==> config.mk <==
export PLATFORM = sky130hd
export DESIGN_NAME = seg_display_arbiter_flat
export DESIGN_NICKNAME = d
export VERILOG_FILES = /design/src/rtl/seg_display_arbiter_if.sv /design/src/rtl/seg_display_arbiter.sv /design/src/flat_wrapper.sv
export SDC_FILE = /design/constraint.sdc
export NUM_CORES = 1
export LEC_CHECK = 0
export CAP_MARGIN = 10
export CORE_MARGIN = 2
export CORE_UTILIZATION = 50
export CTS_CLUSTER_SIZE = 40
export DETAILED_ROUTE_END_ITERATION = 6
export GPL_TIMING_DRIVEN = 1
export PLACE_DENSITY = 0.8
export REMOVE_ABC_BUFFERS = 1
export SYNTH_ARGS = -nofsm -noshare
export SYNTH_HDL_FRONTEND = slang
export SYNTH_SLANG_ARGS = --single-unit
export TNS_END_PERCENT = 5
==> constraint.sdc <==
create_clock -name clk -period 4.09 [get_ports clk]
set_input_delay 1.227 -clock clk [delete_from_list [all_inputs] [get_ports clk]]
set_output_delay 1.227 -clock clk [all_outputs]
set_load 0.01 [all_outputs]
==> src/rtl/seg_display_arbiter_if.sv <==
// Requester/display bundle for seg_display_arbiter: two request channels in,
// grant pulses and the latched digit/dot/ownership view out.
interface seg_display_arbiter_if;
  logic        req_a;
  logic [15:0] data_a;
  logic [3:0]  dots_a;
  logic        gnt_a;
  logic        req_b;
  logic [15:0] data_b;
  logic [3:0]  dots_b;
  logic        gnt_b;
  logic [3:0]  dig_3, dig_2, dig_1, dig_0;
  logic        dot_3, dot_2, dot_1, dot_0;
  logic [1:0]  owner;
  logic        locked;

  modport master (
    output req_a, data_a, dots_a, req_b, data_b, dots_b,
    input  gnt_a, gnt_b, dig_3, dig_2, dig_1, dig_0, dot_3, dot_2, dot_1, dot_0,
    input  owner, locked
  );

  modport slave (
    input  req_a, data_a, dots_a, req_b, data_b, dots_b,
    output gnt_a, gnt_b, dig_3, dig_2, dig_1, dig_0, dot_3, dot_2, dot_1, dot_0,
    output owner, locked
  );
endinterface

==> src/rtl/seg_display_arbiter.sv <==
// Two-requester arbiter for a shared 4-digit seven-segment display with a
// minimum owner dwell time and round-robin resolution of simultaneous requests.
module seg_display_arbiter #(
  parameter int unsigned DWELL = 100_000_000,
  parameter int unsigned CW    = 27
) (
  input logic                  clk,
  input logic                  rst_n,
  seg_display_arbiter_if.slave bus
);

  typedef enum logic [1:0] {StIdle, StDwell, StFree} state_e;

  localparam logic [1:0]    OwnNone = 2'b00;
  localparam logic [1:0]    OwnA    = 2'b01;
  localparam logic [1:0]    OwnB    = 2'b10;
  localparam logic [CW-1:0] LastCnt = CW'(DWELL - 1);

  state_e        state_q, state_d;
  logic [CW-1:0] count_q, count_d;
  logic          rr_q, rr_d;  // 0: A wins the next tie, 1: B wins
  logic [1:0]    owner_q, owner_d;
  logic [15:0]   disp_q, disp_d;
  logic [3:0]    dots_q, dots_d;
  logic          gnt_a_q, gnt_a_d;
  logic          gnt_b_q, gnt_b_d;
  logic          locked_q, locked_d;

  logic own_is_a, own_req, oth_req;
  logic lat_a, lat_b;

  assign own_is_a = (owner_q == OwnA);
  assign own_req  = own_is_a ? bus.req_a : bus.req_b;
  assign oth_req  = own_is_a ? bus.req_b : bus.req_a;

  always_comb begin
    state_d = state_q;
    count_d = count_q;
    rr_d    = rr_q;
    owner_d = owner_q;
    disp_d  = disp_q;
    dots_d  = dots_q;
    gnt_a_d = 1'b0;
    gnt_b_d = 1'b0;
    lat_a   = 1'b0;
    lat_b   = 1'b0;

    unique case (state_q)
      StIdle: begin
        if (bus.req_a && bus.req_b) begin
          lat_a   = ~rr_q;
          lat_b   = rr_q;
          owner_d = rr_q ? OwnB : OwnA;
          rr_d    = ~rr_q;
          count_d = '0;
          state_d = StDwell;
        end else if (bus.req_a || bus.req_b) begin
          lat_a   = bus.req_a;
          lat_b   = bus.req_b;
          owner_d = bus.req_a ? OwnA : OwnB;
          count_d = '0;
          state_d = StDwell;
        end
      end
      StDwell: begin
        // Owner may stream updates, but the dwell window is never restarted.
        lat_a = own_req && own_is_a;
        lat_b = own_req && !own_is_a;
        if (count_q == LastCnt) begin
          state_d = StFree;
        end else begin
          count_d = count_q + CW'(1);
        end
      end
      StFree: begin
        if (oth_req) begin
          lat_a   = !own_is_a;
          lat_b   = own_is_a;
          owner_d = own_is_a ? OwnB : OwnA;
          rr_d    = !own_is_a;
          count_d = '0;
          state_d = StDwell;
        end else begin
          lat_a = own_req && own_is_a;
          lat_b = own_req && !own_is_a;
        end
      end
      default: state_d = StIdle;
    endcase

    if (lat_a) begin
      disp_d  = bus.data_a;
      dots_d  = bus.dots_a;
      gnt_a_d = 1'b1;
    end else if (lat_b) begin
      disp_d  = bus.data_b;
      dots_d  = bus.dots_b;
      gnt_b_d = 1'b1;
    end

    locked_d = (state_d == StDwell);
  end

  always_ff @(posedge clk or negedge rst_n) begin
    if (!rst_n) begin
      state_q  <= StIdle;
      count_q  <= '0;
      rr_q     <= 1'b0;
      owner_q  <= OwnNone;
      disp_q   <= '0;
      dots_q   <= '0;
      gnt_a_q  <= 1'b0;
      gnt_b_q  <= 1'b0;
      locked_q <= 1'b0;
    end else begin
      state_q  <= state_d;
      count_q  <= count_d;
      rr_q     <= rr_d;
      owner_q  <= owner_d;
      disp_q   <= disp_d;
      dots_q   <= dots_d;
      gnt_a_q  <= gnt_a_d;
      gnt_b_q  <= gnt_b_d;
      locked_q <= locked_d;
    end
  end

  assign bus.gnt_a  = gnt_a_q;
  assign bus.gnt_b  = gnt_b_q;
  assign bus.dig_3  = disp_q[15:12];
  assign bus.dig_2  = disp_q[11:8];
  assign bus.dig_1  = disp_q[7:4];
  assign bus.dig_0  = disp_q[3:0];
  assign bus.dot_3  = dots_q[3];
  assign bus.dot_2  = dots_q[2];
  assign bus.dot_1  = dots_q[1];
  assign bus.dot_0  = dots_q[0];
  assign bus.owner  = owner_q;
  assign bus.locked = locked_q;

endmodule

==> src/flat_wrapper.sv <==
// flat-port wrapper written by rule: the top's interface ports become plain ports
module seg_display_arbiter_flat 
#(
  parameter int unsigned DWELL = 100_000_000,
  parameter int unsigned CW    = 27
)
  (clk, rst_n, bus_req_a, bus_data_a, bus_dots_a, bus_req_b, bus_data_b, bus_dots_b, bus_gnt_a, bus_gnt_b, bus_dig_3, bus_dig_2, bus_dig_1, bus_dig_0, bus_dot_3, bus_dot_2, bus_dot_1, bus_dot_0, bus_owner, bus_locked);
  seg_display_arbiter_if bus_i ();
  input logic clk;
  input logic rst_n;
  input wire logic [$bits(bus_i.req_a)-1:0] bus_req_a;
  input wire logic [$bits(bus_i.data_a)-1:0] bus_data_a;
  input wire logic [$bits(bus_i.dots_a)-1:0] bus_dots_a;
  input wire logic [$bits(bus_i.req_b)-1:0] bus_req_b;
  input wire logic [$bits(bus_i.data_b)-1:0] bus_data_b;
  input wire logic [$bits(bus_i.dots_b)-1:0] bus_dots_b;
  output wire logic [$bits(bus_i.gnt_a)-1:0] bus_gnt_a;
  output wire logic [$bits(bus_i.gnt_b)-1:0] bus_gnt_b;
  output wire logic [$bits(bus_i.dig_3)-1:0] bus_dig_3;
  output wire logic [$bits(bus_i.dig_2)-1:0] bus_dig_2;
  output wire logic [$bits(bus_i.dig_1)-1:0] bus_dig_1;
  output wire logic [$bits(bus_i.dig_0)-1:0] bus_dig_0;
  output wire logic [$bits(bus_i.dot_3)-1:0] bus_dot_3;
  output wire logic [$bits(bus_i.dot_2)-1:0] bus_dot_2;
  output wire logic [$bits(bus_i.dot_1)-1:0] bus_dot_1;
  output wire logic [$bits(bus_i.dot_0)-1:0] bus_dot_0;
  output wire logic [$bits(bus_i.owner)-1:0] bus_owner;
  output wire logic [$bits(bus_i.locked)-1:0] bus_locked;
  assign bus_i.req_a = bus_req_a;
  assign bus_i.data_a = bus_data_a;
  assign bus_i.dots_a = bus_dots_a;
  assign bus_i.req_b = bus_req_b;
  assign bus_i.data_b = bus_data_b;
  assign bus_i.dots_b = bus_dots_b;
  assign bus_gnt_a = bus_i.gnt_a;
  assign bus_gnt_b = bus_i.gnt_b;
  assign bus_dig_3 = bus_i.dig_3;
  assign bus_dig_2 = bus_i.dig_2;
  assign bus_dig_1 = bus_i.dig_1;
  assign bus_dig_0 = bus_i.dig_0;
  assign bus_dot_3 = bus_i.dot_3;
  assign bus_dot_2 = bus_i.dot_2;
  assign bus_dot_1 = bus_i.dot_1;
  assign bus_dot_0 = bus_i.dot_0;
  assign bus_owner = bus_i.owner;
  assign bus_locked = bus_i.locked;
  seg_display_arbiter #(.DWELL(DWELL), .CW(CW)) u_core (.clk(clk), .rst_n(rst_n), .bus(bus_i));
endmodule
After elaboration in Yosys (flattened, before gate mapping):

Index checks and enable logic that the tools add are counted.

* output and inout port bits: 25
* register bits after elaboration: 55
* input port bits: 44
* word-level logic and storage cells: 69

* bitwise gates (word level): 1
* equality and inequality tests: 9
* mux-type cells: 37
* add/subtract/negate cells: 1
* reductions and logical operators: 12

Operators by type and width (count)
* $mux 27: 4
* $pmux 27 s3: 1
* $mux 16: 2
* $add 27x1->27 const B: 1
* $eq 27x27->1 const B: 1
* $mux 2: 10
* $mux 1: 13
* $mux 4: 2
* $eq 2x1->1 const B: 3
* $pmux 1 s3: 2
* $pmux 2 s3: 1
* $reduce_and 3->1: 2
* $ne 2x1->1 const B: 2
* $pmux 2 s2: 1
* $reduce_and 4->1: 1
* $reduce_bool 2->1: 2
* $logic_and 1x1->1: 3
* $ne 3x1->1 const B: 1
* $reduce_bool 3->1: 1
* $eq 2x2->1 const B: 1
* $logic_not 2->1: 1
* $ne 2x2->1 const B: 1
* $pmux 1 s2: 1
* $logic_not 1->1: 1
* other kinds (2): 2

Depth between registers and ports, before layout:

Gate-level depths: netlist of the first run.

* word-level depth: 7
* gate-level depth with buffers: 7
* mapped depth without buffers: 6

Worst setup path before layout of the first run:

No wires, ideal clock.

* kind: in2reg
* start: in bus_req_a
* end: reg u_core.disp_q[1]
* path buffers: 1
* data required time: 3.962 ns
* stages: 5
* setup slack: 1.677 ns
* arrival time: 2.285 ns
* setup time: 0.128 ns
* path through: a21oi_1 -> o21ai_1 -> buf_2 -> mux2_1 -> mux2_1

* longest elaborated chain between the ends: 5
* elaborated cells on any way between the ends: 16
* classes of those cells: mux (11); reduce/logical (5)

Ends and longest elaborated chain
* start: declaration: RTL line flat_wrapper.sv:11 `input wire logic [$bits(bus_i.req_a)-1:0] bus_req_a;`
* $mux 1 or $logic_or 1x1->1 (tied branches): RTL line seg_display_arbiter.sv:33, seg_display_arbiter.sv:57
* $logic_and 1x1->1 (tied with other cells): RTL line seg_display_arbiter.sv:67, seg_display_arbiter.sv:84
* $mux 1, on equally long branches: RTL line seg_display_arbiter.sv:76, seg_display_arbiter.sv:50
* $pmux 1 s3: RTL line seg_display_arbiter.sv:48 `unique case (state_q)`
* $mux 16 or $reduce_bool 2->1 (tied branches)
* end signal: assignment: RTL line seg_display_arbiter.sv:120 `disp_q <= disp_d;`
* end: declaration: RTL line seg_display_arbiter.sv:23 `logic [15:0] disp_q, disp_d;`

Several ways; a longest one is shown, not always the timed one.
A chain may end at the register's enable or synchronous reset.

Worst setup path after layout of the first run:

* start: in bus_req_a
* end: reg u_core.dots_q[0]

* longest elaborated chain between the ends: 5
* elaborated cells on any way between the ends: 16
* classes of those cells: mux (11); reduce/logical (5)

Ends and longest elaborated chain
* $mux 1 or $logic_or 1x1->1 (tied branches): RTL line seg_display_arbiter.sv:33, seg_display_arbiter.sv:57
* $logic_and 1x1->1 (tied with other cells): RTL line seg_display_arbiter.sv:67, seg_display_arbiter.sv:84
* $mux 1, on equally long branches: RTL line seg_display_arbiter.sv:76, seg_display_arbiter.sv:50
* $pmux 1 s3: RTL line seg_display_arbiter.sv:48
* $mux 4 or $reduce_bool 2->1 (tied branches)
* end signal: assignment: RTL line seg_display_arbiter.sv:121 `dots_q <= dots_d;`
* end: declaration: RTL line seg_display_arbiter.sv:24 `logic [3:0] dots_q, dots_d;`

Several ways; a longest one is shown, not always the timed one.

==> qor.txt, run 1 <==
FILL cells -> 458
antenna-violating nets left -> 0
top cell type's share of synthesized area -> 46.3%
total CTS buffers -> 5
clk buf depth -> 2
pin count of the biggest net entering global routing -> 23
commonest non-fill, non-tap cell in the layout -> clkdlybuf4s50_1
max cap viols -> 0
Hold Path Class -> reg2reg
leakage power figure -> 0.00153 µW
detailed placement HPWL -> 4980 µm
DR WL/cell -> 15.7 µm
mux cell area share after synthesis -> 15.5%
crit start category -> input pin
total grt overflow -> 0
first-pass GRT wire length -> 11,300 µm
largest family of logic cells by synthesized area -> simple AND/OR/NAND/NOR gates
DRC -> 0
Yosys cell types -> 52
num rows -> 28
Synth Area per Inst -> 10.5 µm²
Placer Congestion -> 0.768
delay-heaviest family, CP -> buffers and inverters
post-synthesis cell area -> 0.00297 mm²
Via density -> 5.73
outcome -> finished, final reports clean
adder-cell share of the synthesized area -> 0.421%
synth warn -> 0
cts repair resizes -> 0
CTS tree -> yes
Worst EP required -> 4.29 ns
# setup viols final -> 0
pwr dens -> 536 mW/mm²
Yosys reg bits -> 55
diode count -> 0
core area -> 0.00582 mm²
Die Wd -> 81.1 µm
FFs w/ async S/R, synth -> 100%
Post-Synthesis Cells -> 283
Total GRT Usage -> 21.7%
hold slack -> 0.543 ns
share of cells above drive strength 1 -> 11.7%
Final Core Density -> 66.2%
DRT Pass-1 Iters -> 4
RSZ-0062 raised after global routing -> no
critical path class -> in2reg
Critical Path, Cell by Cell -> clkdlybuf4s50_1 -> a21oi_1 -> o21ai_2 -> buf_4 -> mux2_1 -> mux2_1
initial antenna violation count -> 0
largest fanout on the critical path -> 21
routed vias -> 2,441
num ports -> 69
Area Growth Syn to Fin -> 29.7%
Fmax achieved -> 355 MHz
Reg clk slew, reported paths -> 0.10 ns
clk_skew -> 0.00639 ns
final hold vios -> 0
final wirelength -> 6700 µm
H-tree Lvls -> 2
crit-path most repeated cell -> mux2_1
Worst slew margin -> 45.3%
slowest cell on the critical path -> clkdlybuf4s50_1
Setup Fix Bufs, Post-CTS -> 0
Worst setup EP type -> register
synth top area cells -> dfrtp_1, mux2_1, mux2_2
Tcrit/Tclk final -> 68.9%
clock root buffer -> clkbuf_8
crit path DAT -> 3.02 ns
Hold Buf Count CTS -> 0
Synth Area in Compound Gates -> 13.6%
commonest cells after routing, fill and taps aside -> clkdlybuf4s50_1, dfrtp_1, mux2_1
placed cell count -> 418
Sink Count -> 55
Initial Utilization -> 51.1%
largest stage delay on the critical path -> 0.59 ns
drt initial violations -> 154
DIE HEIGHT -> 81.1 µm
vias in the first global route -> 2,373
EDFF count, synth -> 0
VDD IR max -> 0.284 mV
min Tclk post-route -> 2.82 ns
Die Area -> 0.00657 mm²
sequential area share after synthesis -> 46.3%
CP bufs+invs -> 2
Synth Area in Simple Gates -> 20.3%
worst-margin pin slew -> 0.815 ns
final slew viol count -> 0
top_reg_cell synth -> dfrtp_1
worst-skew pair later-pin latency -> 0.31 ns
Synth Area in XOR/XNOR -> 0.885%
Setup TNS -> 0 ns
Layout Cells excl Fill -> 426
fin nets -> 395
cell accounting for the most synthesized area -> dfrtp_1
Port Buf Inserts -> 68
==> Yosys cell counts, types with 2 or more instances <==
cell and number:
mux2_1 25, o211ai_1 3, nor3_1 3, nor4_1 3
xnor2_1 2, nand4_1 13, and4_1 3, mux2_2 15
clkbuf_1 5, o31ai_1 9, o21ai_1 12, dfrtp_1 55
nand3_1 11, nor4_2 2, o21ai_0 3, buf_2 7
nor2_1 17, inv_1 7, nand3b_1 2, nor2b_1 2
or3_1 10, or4_1 5, nand2_1 17, a21oi_1 20
a31oi_1 2, a21o_1 3, o31a_1 2
==> per-stage QoR <==
stage / power, µW / worst slack, ns / cell area (µm²)
final: 2060 / 1.27 / 3850
after global routing: 2190 / 1.17 / 3850
after CTS: 2080 / 1.27 / 3850
after detailed placement: 1660 / 0.947 / 3720
after global placement: 1620 / 0.988 / 3720
after floorplan: 1260 / 1.01 / 2910
==> final timing paths <==
kind | endpoint | startpoint | slack, ns | cells after the start
worst max-delay path | u_core.dots_q[0] | bus_req_a | 1.27 | 6
worst min-delay path | u_core.count_q[2] | u_core.count_q[2] | 0.54 | 1
worst max register to register | u_core.count_q[14] | u_core.state_q[0] | 1.48 | 4
worst min register to register | u_core.count_q[2] | u_core.count_q[2] | 0.54 | 1
max in group asynchronous | u_core.count_q[15] | rst_n | 2.65 | 2
min in group asynchronous | u_core.disp_q[8] | rst_n | 0.83 | 1
==> where the power goes <==
group	leakage [µW]	switching, µW	internal (µW)	total, µW
clock network	0.0000654	177	245	421
registers	0.000692	128	705	833
logic	0.000770	324	485	809
total	0.00153	628	1440	2060
==> logic make-up (layout without fill, tap and decap cells) <==
kind of cell | Yosys count | count (layout)
flops | 55 | 55
fa+ha+maj | 1 | 1
xor+xnor | 3 | 3
compound gates | 63 | 63
buf+inv | 20 | 88
mux | 41 | 41
simple gates | 100 | 100
==> flip-flops by register name, indices dropped and copies added, names as in the netlist <==
register and count:
u_core.bus.owner 2, u_core.bus.gnt_a 1, u_core.count_q 27, u_core.disp_q 16
u_core.rr_q 1, u_core.state_q 2, u_core.dots_q 4, u_core.bus.gnt_b 1
u_core.bus.locked 1
==> routing by layer <==
layer  global-route usage, %  wire length, µm  share of wire (%)
met5                       0                0                  0
met4                    4.92               49               0.73
met3                    5.11              562                8.4
met2                    35.9             3110                 47
met1                    29.2             2970                 44
==> area by class of cell <==
class	instances	area, µm²	area share (%)
Sequential cell	55	1380	35.7
Timing Repair Buffer	73	713	18.5
Multi-Input combinational cell	208	1510	39.2
Tap cell	75	93.8	2.44
Clock inverter	2	60.1	1.56
Inverter	7	26.3	0.682
Clock buffer	6	72.6	1.88
(Power assumes the default switching activity.)
==> inputs of run 2 (changes only) <==
clock period = 2.9 ns   (was 4.09 ns; I/O delays follow)
==> run 2 against run 1 <==
Clock power rose by 8.3%. Combinational power rose by 46%. First-iteration DRC count decreased by 20%. Non-clock buffer count is 5 higher. Critical path depth unchanged. Routed wire length is 2.5% higher. Sequential power increased by 39%. Register-to-register slack worse by 0.71 ns. Critical path type unchanged. Largest cell class unchanged. Largest power group is now combinational cells.
==> qor.txt, run 2 (same netlist as run 1, synthesis figures left out) <==
final slew viol count -> 0
Initial Utilization -> 51.1%
core area -> 0.00582 mm²
Total GRT Usage -> 21.6%
routed wl met3 -> 478 µm
placed cell count -> 423
vias in the first global route -> 2,398
num rows -> 28
commonest non-fill, non-tap cell in the layout -> clkdlybuf4s50_1
Tcrit/Tclk final -> 83.0%
Sink Count -> 55
clk buf depth -> 2
min Tclk post-route -> 2.41 ns
first-pass GRT wire length -> 11,100 µm
met2 wire length -> 3340 µm
clk_skew -> 0.0140 ns
commonest cells after routing, fill and taps aside -> clkdlybuf4s50_1, dfrtp_1, mux2_1
Die Wd -> 81.1 µm
Setup Fix Bufs, Post-CTS -> 0
# setup viols final -> 0
total CTS buffers -> 5
Port Buf Inserts -> 68
Layout Cells excl Fill -> 431
Worst Reg-to-Reg Cells -> 6
final hold vios -> 0
pwr dens -> 722 mW/mm²
num ports -> 69
largest fanout on the critical path -> 21
final wirelength -> 6860 µm
worst-skew pair later-pin latency -> 0.31 ns
H-tree Lvls -> 2
critical path class -> in2reg
DRT met1 WL -> 2990 µm
crit start category -> input pin
Hold Buf Count CTS -> 0
Worst slew margin -> 62.7%
Reg-to-Reg Start -> u_core.count_q[0]
crit path DAT -> 2.60 ns
Crit. Startpoint -> bus_req_a
FILL cells -> 472
pin count of the biggest net entering global routing -> 22
CTS tree -> yes
antenna-violating nets left -> 0
max cap viols -> 0
max reg flops -> 27
Reg with most FFs -> u_core.count_q
worst reg2reg endpoint -> u_core.count_q[21]
clock root buffer -> clkbuf_8
RSZ-0062 raised after global routing -> no
worst-margin pin slew -> 0.557 ns
Setup TNS -> 0 ns
Final Core Density -> 66.5%
cts repair resizes -> 0
Placer Congestion -> 0.780
Worst EP required -> 3.10 ns
Fmax achieved -> 416 MHz
leakage power figure -> 0.00154 µW
DR WL/cell -> 15.9 µm
Worst setup EP type -> register
DRC -> 0
total grt overflow -> 0
Die Area -> 0.00657 mm²
routed vias -> 2,504
DRT Pass-1 Iters -> 4
initial antenna violation count -> 0
fin nets -> 400
detailed placement HPWL -> 5080 µm
FF-to-FF setup slack -> 0.77 ns
Hold Path Class -> in2async
diode count -> 0
Largest regs -> u_core.count_q: 27 flops, u_core.disp_q: 16 flops, u_core.dots_q: 4 flops
share of cells above drive strength 1 -> 13.2%
VDD IR max -> 0.358 mV
Area Growth Syn to Fin -> 30.2%
Reg clk slew, reported paths -> 0.11 ns
crit path capture -> u_core.disp_q[12]
Via density -> 5.81
DIE HEIGHT -> 81.1 µm
outcome -> finished, final reports clean
drt initial violations -> 123
Top Layer Used -> met4
==> run 2: changes by cell type in the layout (fill, tap and decap cells not counted), sizes merged <==
cell	previous run	this run
buf	6	11
bufinv	2	0
clkinv	0	1
clkinvlp	0	1
==> run 2: power by group <==
part	internal, µW	total (µW)	switching [µW]
Sequential	994	1160	169
Combinational	704	1180	471
Clock	196	456	260
==> run 2: area by class of cell <==
class / count / area (µm²) / share of cell area (%)
Clock buffer: 6 / 82.6 / 2.13
Timing Repair Buffer: 78 / 763 / 19.7
Inverter: 7 / 26.3 / 0.679
Clock inverter: 2 / 16.3 / 0.420
Multi-Input combinational cell: 208 / 1510 / 39.0
Tap cell: 75 / 93.8 / 2.43
Sequential cell: 55 / 1380 / 35.6
==> run 2: worst max-delay path, stage by stage <==
cell,delay [ns]
clkdlybuf4s50_1,0.61
a21oi_1,0.12
o21ai_2,0.19
buf_12,0.19
mux2_1,0.33
mux2_1,0.29
==> run 2: how the worst min path moves through the flow <==
stage,start,end,slack (ns),cells past startpoint
after floorplan,u_core.count_q[6],u_core.count_q[6],0.50,1
after global placement,u_core.count_q[26],u_core.count_q[26],0.52,2
after detailed placement,u_core.bus.owner[1],u_core.bus.owner[1],0.52,1
after CTS,rst_n,u_core.disp_q[8],0.48,1
after global routing,rst_n,u_core.disp_q[11],0.49,1
final,rst_n,u_core.disp_q[11],0.47,1
==> run 2: per-stage QoR <==
| step | total power [µW] | cell area, µm² | hold WS [ns] | worst slack (ns) |
|---|---|---|---|---|
| 6_report | 2790 | 3870 | 0.471 | 0.494 |
| 5_1_grt | 2980 | 3870 | 0.492 | 0.411 |
| 4_1_cts | 2820 | 3870 | 0.483 | 0.485 |
| 3_5_place_dp | 2360 | 3770 | 0.524 | 0.169 |
| 3_3_place_gp | 2310 | 3770 | 0.516 | 0.249 |
| 2_1_floorplan | 1770 | 2910 | 0.495 | 0.180 |
==> run 2: metal layers <==
metal	GRT usage (%)	vias up
met3	5.22	7
met2	39.7	76
met1	25.7	1201
met4	4.58	0
li1	-	1220
met5	0	-
==> RTL change: new RTL, settings of run 1 <==
`DWELL` is set to 100_000_000 in 2 places; all go to 50_000_000.
--- a/src/rtl/seg_display_arbiter.sv
+++ b/src/rtl/seg_display_arbiter.sv
@@ -2,5 +2,5 @@
 // minimum owner dwell time and round-robin resolution of simultaneous requests.
 module seg_display_arbiter #(
-  parameter int unsigned DWELL = 100_000_000,
+  parameter int unsigned DWELL = 50_000_000,
   parameter int unsigned CW    = 27
 ) (
--- a/src/flat_wrapper.sv
+++ b/src/flat_wrapper.sv
@@ -2,5 +2,5 @@
 module seg_display_arbiter_flat 
 #(
-  parameter int unsigned DWELL = 100_000_000,
+  parameter int unsigned DWELL = 50_000_000,
   parameter int unsigned CW    = 27
 )
Check against the original RTL: no difference found for any inputs over 10 cycles, from zero or initial values and one cycle with rst_n low; that may be too few to reach the edited logic, so the function may still have changed.
==> RTL change against run 1 <==
- worst setup slack worse by 0.031 ns
- area after synthesis down 0.97%
- die area down 0.92%
- routed wire length up 2.3%
- sequential cell count unchanged
- final area down 2.0%
- total power down 8.3%
- fmax down 1.1%
- critical path type unchanged
- critical endpoint is now u_core.disp_q[6]$_DFFE_PN0P_
- largest cell class unchanged
==> RTL change: results (changes against run 1) <==
** Run status
- Run status :: finished, final reports clean (unchanged)

** Global routing
- Largest net degree at the start of global routing :: 35 (was 23)
- The overall routing resource usage came to 0.219 (was 0.217).
- Global-route wire length before repair :: 10900 um (was 11300 um)

** Timing
- The transition at the pin with the smallest max-transition slack came to 0.805 ns (was 0.815 ns).
- Worst hold-check slack :: 0.557 ns (was 0.543 ns)
- Skew final :: 0.0101 ns (was 0.00639 ns)

** Placement
- Placed wire-length estimate after detailed placement :: 4840 um (was 4980 um)
- The worst slack after detailed placement came to 0.927 ns (was 0.947 ns).
- The instance count after placement with tap cells included was 405 (was 418).
- The global placement routability congestion was 0.762 (was 0.768).

** Route
- Total via count in the routed design :: 2433 (was 2441)
- The routed wire length is 6850 um (was 6700 um).
- The violation count after the first detailed-routing iteration came to 192 (was 154).
- Met2 Wirelength :: 3560 um (was 3110 um)
- Detail Route met3 WL :: 281 um (was 562 um)
- The met1 wire length is 2820 um (was 2970 um).

** Yosys
- Synth cell types :: 46 (was 52)
- Post-synth top cells: sky130_fd_sc_hd__dfrtp_1, sky130_fd_sc_hd__mux2_2, sky130_fd_sc_hd__a21oi_1, sky130_fd_sc_hd__nand2_1, sky130_fd_sc_hd__nor2_1 (was sky130_fd_sc_hd__dfrtp_1, sky130_fd_sc_hd__mux2_1, sky130_fd_sc_hd__a21oi_1, sky130_fd_sc_hd__nand2_1, sky130_fd_sc_hd__nor2_1).
- Cell types occupying the most area after synthesis: sky130_fd_sc_hd__dfrtp_1, sky130_fd_sc_hd__mux2_2, sky130_fd_sc_hd__o31ai_1, sky130_fd_sc_hd__a21oi_1, sky130_fd_sc_hd__or4_1 (was sky130_fd_sc_hd__dfrtp_1, sky130_fd_sc_hd__mux2_1, sky130_fd_sc_hd__mux2_2, sky130_fd_sc_hd__a21oi_1, sky130_fd_sc_hd__nand4_1).
- The fraction of the yosys area taken by sequential cells was 0.468 (was 0.463).
- Post-Syn Instances :: 277 (was 283)

** Final layout
- The fraction of final layout cells sized beyond drive strength 1 was 0.191 (was 0.117).
- The net count reported at finish came to 385 (was 395).

** Setup path
- The reg2reg setup slack was 1.61 ns (was 1.48 ns).

** Pwr
- The leakage power figure was 1.50 nW (was 1.53 nW).
- The maximum ir drop on the vdd rail was 0.283 mV (was 0.284 mV).
[RTL change: cells by family (layout without fill, tap and decap cells)]
kind of cell,Yosys count,count (layout),synth area share
simple gates,93,93,0.186
flops,55,55,0.468
buf+inv,23,87,0.0434
mux,40,40,0.153
fa+ha+maj,1,1,0.00425
xor+xnor,7,7,0.0208
compound gates,58,58,0.125
[RTL change: report_power, final]
group	internal (mW)	leakage, nW	total, mW	switching [mW]
Combinational	0.423	0.738	0.701	0.278
Sequential	0.675	0.694	0.766	0.0914
Clock	0.245	0.0654	0.425	0.180
Total	1.34	1.50	1.89	0.550
[RTL change: per-layer routing]
layer	vias to the layer above	global-route usage
li1	1156	-
met2	59	0.370
met5	-	0
met1	1203	0.275
met4	0	0.0915
met3	15	0.0416
[RTL change: worst paths after layout]
path / from / cells after the start / endpoint
hold / removal: u_core.count_q[8]$_DFFE_PN0P_ / 1 / u_core.count_q[8]$_DFFE_PN0P_
hold reg to reg: u_core.count_q[8]$_DFFE_PN0P_ / 1 / u_core.count_q[8]$_DFFE_PN0P_
setup reg to reg: u_core.state_q[0]$_DFF_PN0_ / 5 / u_core.count_q[25]$_DFFE_PN0P_
min in group asynchronous: rst_n / 1 / u_core.count_q[5]$_DFFE_PN0P_
setup / recovery: bus_req_a / 6 / u_core.disp_q[6]$_DFFE_PN0P_
max in group asynchronous: rst_n / 2 / u_core.count_q[24]$_DFFE_PN0P_
[RTL change: layout make-up]
cell class	count	area, um2
clock buffers	6	72.6
fillers	445	1830
clock inverters	2	60.1
flip-flops and latches	55	1380
repair buffers	72	706
multi-input cells	199	1450
well taps	72	90.1
inverters	7	26.3
